[src/rtl/cpu_types_pkg.sv]
// Shared types for the pipeline-stage buffer.
//   word_t        : default machine word (sets the default payload width)
//   pbuf_state_t  : buffer fill state; the encoding equals the entry count
//   pbuf_occupancy: maps a state to its entry count (0..2)
package cpu_types_pkg;

    typedef logic [31:0] word_t;

    typedef enum logic [1:0] {
        EMPTY = 2'd0,
        ONE   = 2'd1,
        FULL  = 2'd2
    } pbuf_state_t;

    function automatic logic [1:0] pbuf_occupancy(input pbuf_state_t s);
        return logic'(s) == 1'b0 ? {1'b0, 1'b0} | 2'(s) : 2'(s);
    endfunction

endpackage

[src/rtl/sat_counter.sv]
// Saturating up-counter used for the buffer statistics.
//   CLK      : rising-edge clock
//   RST      : asynchronous active-high reset, count -> 0
//   clear    : synchronous clear, wins over increment
//   inc_amt  : amount to add this cycle (0..3)
//   count    : current value, sticks at 2^CW-1
module sat_counter #(
    parameter int CW = 16
) (
    input  logic          CLK,
    input  logic          RST,
    input  logic          clear,
    input  logic [1:0]    inc_amt,
    output logic [CW-1:0] count
);

    logic [CW-1:0] count_reg;
    logic [CW-1:0] count_next;
    logic [CW:0]   sum;

    // One extra bit catches the overflow; since inc_amt <= 3 and the
    // counter never exceeds its maximum, a carry means "past the top".
    always_comb begin
        sum        = {1'b0, count_reg} + (CW+1)'(inc_amt);
        count_next = count_reg;
        if (clear) begin
            count_next = '0;
        end else if (sum[CW]) begin
            count_next = '1;
        end else begin
            count_next = sum[CW-1:0];
        end
    end

    always_ff @(posedge CLK or posedge RST) begin
        if (RST) begin
            count_reg <= '0;
        end else begin
            count_reg <= count_next;
        end
    end

    assign count = count_reg;

endmodule

[src/rtl/pipe_stage_buf.sv]
// Two-entry skid buffer between pipeline stages with load-use hold
// (bubble), branch squash (flush) and saturating statistics.
//   CLK, RST    : clock, asynchronous active-high reset
//   in_valid/in_data/in_ready    : upstream handshake
//   out_valid/out_data/out_ready : downstream handshake (out_data = NOP_VAL when empty)
//   bubble      : block intake this cycle, popping still allowed
//   flush       : discard all entries and the word offered this cycle
//   occupancy   : entries held (0..2)
//   bubble_cnt  : cycles with bubble=1 (saturating)
//   drop_cnt    : entries discarded by flush (saturating)
module pipe_stage_buf
    import cpu_types_pkg::*;
#(
    parameter int            DW      = $bits(word_t),
    parameter logic [DW-1:0] NOP_VAL = '0,
    parameter int            CW      = 16
) (
    input  logic          CLK,
    input  logic          RST,
    input  logic          in_valid,
    input  logic [DW-1:0] in_data,
    output logic          in_ready,
    output logic          out_valid,
    output logic [DW-1:0] out_data,
    input  logic          out_ready,
    input  logic          bubble,
    input  logic          flush,
    output logic [1:0]    occupancy,
    output logic [CW-1:0] bubble_cnt,
    output logic [CW-1:0] drop_cnt
);

    pbuf_state_t   state_reg, state_next;
    logic [DW-1:0] head_reg, head_next;
    logic [DW-1:0] skid_reg, skid_next;
    logic          accept;
    logic          pop;
    logic [1:0]    drop_inc;

    // in_ready depends only on registered state and the local hold/squash
    // inputs, so no combinational path runs from out_ready to in_ready.
    assign in_ready  = (state_reg != FULL) & ~bubble & ~flush;
    assign out_valid = (state_reg != EMPTY);
    assign out_data  = out_valid ? head_reg : NOP_VAL;
    assign occupancy = pbuf_occupancy(state_reg);
    assign accept    = in_valid & in_ready;
    assign pop       = out_valid & out_ready;
    assign drop_inc  = flush ? occupancy : 2'd0;

    always_comb begin
        state_next = state_reg;
        head_next  = head_reg;
        skid_next  = skid_reg;
        if (flush) begin
            // Stale payloads may remain in head/skid; out_data masks them.
            state_next = EMPTY;
        end else begin
            unique case (state_reg)
                EMPTY: begin
                    if (accept) begin
                        state_next = ONE;
                        head_next  = in_data;
                    end
                end
                ONE: begin
                    if (accept && pop) begin
                        head_next = in_data;
                    end else if (accept) begin
                        state_next = FULL;
                        skid_next  = in_data;
                    end else if (pop) begin
                        state_next = EMPTY;
                    end
                end
                FULL: begin
                    if (pop) begin
                        state_next = ONE;
                        head_next  = skid_reg;
                    end
                end
                default: state_next = EMPTY;
            endcase
        end
    end

    always_ff @(posedge CLK or posedge RST) begin
        if (RST) begin
            state_reg <= EMPTY;
            head_reg  <= NOP_VAL;
            skid_reg  <= NOP_VAL;
        end else begin
            state_reg <= state_next;
            head_reg  <= head_next;
            skid_reg  <= skid_next;
        end
    end

    sat_counter #(.CW(CW)) u_bubble_cnt (
        .CLK     (CLK),
        .RST     (RST),
        .clear   (1'b0),
        .inc_amt ({1'b0, bubble}),
        .count   (bubble_cnt)
    );

    sat_counter #(.CW(CW)) u_drop_cnt (
        .CLK     (CLK),
        .RST     (RST),
        .clear   (1'b0),
        .inc_amt (drop_inc),
        .count   (drop_cnt)
    );

endmodule

[config.mk]
export PLATFORM = sky130hd
export DESIGN_NAME = pipe_stage_buf
export DESIGN_NICKNAME = d
export VERILOG_FILES = /design/src/rtl/cpu_types_pkg.sv /design/src/rtl/sat_counter.sv /design/src/rtl/pipe_stage_buf.sv
export SDC_FILE = /design/constraint.sdc
export NUM_CORES = 1
export LEC_CHECK = 0
export CAP_MARGIN = 15
export CORE_AREA = 4 4 102 104
export CTS_BUF_LIST = sky130_fd_sc_hd__clkbuf_4 sky130_fd_sc_hd__clkbuf_8 sky130_fd_sc_hd__clkbuf_16
export DETAILED_ROUTE_END_ITERATION = 8
export DIE_AREA = 0 0 106 108
export PLACE_DENSITY = 0.87
export SLEW_MARGIN = 15
export SYNTH_ARGS = -nofsm -noshare
export SYNTH_HDL_FRONTEND = slang
export SYNTH_SLANG_ARGS = --single-unit
[constraint.sdc]
create_clock -name CLK -period 3.3 [get_ports CLK]
set_input_delay 0.33 -clock CLK [delete_from_list [all_inputs] [get_ports CLK]]
set_output_delay 0.33 -clock CLK [all_outputs]
set_load 0.005 [all_outputs]
==> flow_summary.json <==
{
  "die-height_um": 108,
  "dp_slack_ps": 463.4,
  "diodes": 0,
  "maxSlewViolCount": 0,
  "dpl.hpwl_mm": 7.370,
  "setup_viol": 0,
  "period_minus_slack_ps": 2556,
  "worst_slew_margin_rel_pct": 60.65,
  "hold_class": "primary input to async pin",
  "overflow": 0,
  "synth_cells": 429,
  "drtPass1Iterations": 6,
  "yosysWarnings": 0,
  "synth_seq_area_share_pct": 52.65,
  "core.rowCount": 36,
  "run_status": "finished clean",
  "hold_buffers": 0,
  "crit_slowest_cell": "nor2_2",
  "syn_nets": 472,
  "skew_ps": 13.72,
  "tns_ps": 0,
  "cts_buffer_depth": 2,
  "drive_above_1_share_pct": 12.48,
  "drt-total-wl_mm": 10.46,
  "first_iter_violations": 137,
  "grt_usage_pct": 18.85,
  "critPathRequiredTime_ps": 2970,
  "period_share_pct": 77.44,
  "via_count": 3611,
  "die_w_um": 106,
  "ant_nets": 0,
  "syn_to_final_growth_pct": 30.92,
  "ys_seq_elements": 98,
  "die-area_mm2": 0.01145,
  "cts_resized": 0,
  "place.gp.congestion": 0.8318,
  "yosys.area.top_type": "dfrtp_1",
  "arrival_ps": 2230,
  "worstReg2RegStart": "occupancy[0]",
  "drc_errors": 0,
  "final-hold-violation-count": 0,
  "worst_slew_pin_slew_ps": 590.2,
  "setup_ws_ps": 744.3,
  "cts_tree": "yes",
  "synth_edf_count": 0,
  "slowest_delay_ps": 500,
  "yosysUniqueCellTypes": 38,
  "ios": 106,
  "cp-start-kind": "flop",
  "cts-root-buf": "clkbuf_8",
  "grt_pass1_vias": 3536,
  "via_per_inst": 5.390,
  "nNetsFinal": 575,
  "crit_type": "flop to primary output",
  "drv_cap": 0,
  "clkTransAtPathRegs_ps": 80,
  "h-tree-depth": 3,
  "yosys.area.top_type_share_pct": 52.65,
  "start_util_pct": 48.78,
  "synth_flop_cell": "dfrtp_1",
  "p_leak_nw": 2.797,
  "io_buffers": 105,
  "clk_latency_ps": 360,
  "syn_area_mm2": 0.004658,
  "numCtsBuffers": 9,
  "rsz0062_at_grt": "no",
  "worstPathCellList": "nor2_2 > buf_4 > nor2b_1 > clkdlybuf4s50_1",
  "post_cts_buffers": 0,
  "endpoint_kind": "primary output",
  "critPathLaunch": "occupancy[1]",
  "async_flop_share_pct": 100.0,
  "vdd_drop_max_uv": 398.4,
  "max_freq_mhz": 391.3,
  "grt_max_degree": 53,
  "syn_avg_cell_area_um2": 10.86,
  "ff2ff_setup_slack_ps": 810,
  "cts_sinks": 98,
  "r2r_cells": 7,
  "powerDensity_mw_per_mm2": 512.6,
  "grt_antenna_before_repair": 0,
  "r2r_end": "u_drop_cnt.count[12]",
  "cp_max_fo": 21,
  "grt_pass1_wl_mm": 17.15,
  "wl_per_cell_um": 15.61,
  "core_area_mm2": 0.009549,
  "yosys-top-cells-area": "dfrtp_1, mux2_2, o21ai_0"
}
==> worst max-delay path by stage <==
stage	to	cells after the start	slack, ps
floorplan	head_reg[0]	1	410
global placement	u_drop_cnt.count[12]	8	500
detailed placement	u_drop_cnt.count[12]	7	460
CTS	out_data[10]	4	670
global route	out_data[10]	4	580
finish	out_data[10]	4	740
==> cells by family (layout without fill, tap and decap cells) <==
kind of cell             count (synthesis)  in the layout  synth area share [%]
buffers and inverters                   33            141                 2.981
AO/OA/AOI/OAI                           87             87                 9.831
flip-flops                              98             98                 52.65
XOR/XNOR                                15             15                 2.820
multiplexers                            69             69                 15.79
adder cells (fa/ha/maj)                  5              5                 1.504
AND/OR/NAND/NOR                        122            122                 14.42
==> cell usage in the layout (no fill, tap or decap), types with 2 or more instances in the layout <==
cell             Yosys  layout
mux2_2              34      34
and4_1               2       2
mux2_1               2       2
xor2_1               3       3
buf_4                0       8
and3_1               2       2
clkbuf_8             0      11
ha_1                 4       4
nand2_1             27      27
nor2_1              12      11
nor3_1               8       8
bufinv_16            0       2
a21oi_1              7       7
o21ai_0             70      70
nand4_1              4       4
dfrtp_1             98      98
nor4_1               3       3
xnor2_1             12      12
nor2b_1             34      34
inv_1               11      10
nand2b_1             8       7
nor2_2               1       2
mux2i_1             33      33
a31oi_1              4       4
clkdlybuf4s50_1      0     105
nand3_1             13      13
o21ai_1              3       3
==> critical path: cells and delay by family (launching register included) <==
kind	cells	cell delay [ps]
buffers and inverters	2	810
flip-flops	1	470
AND/OR/NAND/NOR	2	600
==> synthesized netlist by cell type (4+ instances only) <==
cell and instances:
o21ai_0 70, a21oi_1 7, a31oi_1 4, nand2b_1 8, nand3_1 13, clkbuf_1 10, nor3_1 8, inv_1 11
nor2b_1 34, nand2_1 27, nand4_1 4, buf_2 9, nor2_1 12, mux2i_1 33, xnor2_1 12, ha_1 4
mux2_2 34, dfrtp_1 98
==> routing by layer <==
metal	global-route usage, %	up-vias	part of all wire (%)
met5	0	-	0
met4	6.198	0	1.1
met3	4.418	10	6.5
met2	31.38	136	47
met1	24.57	1759	45
li1	-	1706	-
==> layout make-up <==
| cell class | count | area, um2 |
|---|---|---|
| multi-input cells | 298 | 2072 |
| inverters | 11 | 43.79 |
| fillers | 767 | 3451 |
| repair buffers | 114 | 1131 |
| well taps | 133 | 166.4 |
| clock buffers | 12 | 158.9 |
| clock inverters | 4 | 73.82 |
| flip-flops and latches | 98 | 2452 |
==> power breakdown <==
| part | internal [mW] | total [mW] | switching [mW] | leakage, nW |
|---|---|---|---|---|
| clock | 0.477 | 0.879 | 0.402 | 0.120 |
| sequential | 1.42 | 1.59 | 0.170 | 1.27 |
| combinational | 0.401 | 0.656 | 0.255 | 1.41 |
| total | 2.30 | 3.13 | 0.827 | 2.80 |
==> stage by stage <==
stage / cell area [um2] / power [mW] / hold WS (ps) / util (%) / cells
2_1_floorplan: 4658 / 1.909 / 400.8 / - / 429
3_3_place_gp: 5866 / 2.239 / 472.4 / 61.43 / 654
3_5_place_dp: 5866 / 2.277 / 484.7 / 61.43 / 654
4_1_cts: 6098 / 3.159 / 412.1 / 63.86 / 670
5_1_grt: 6098 / 3.294 / 425.3 / 63.86 / 670
6_report: 6098 / 3.126 / 393.1 / 63.86 / 670
Power figures use the tool's default switching activity.
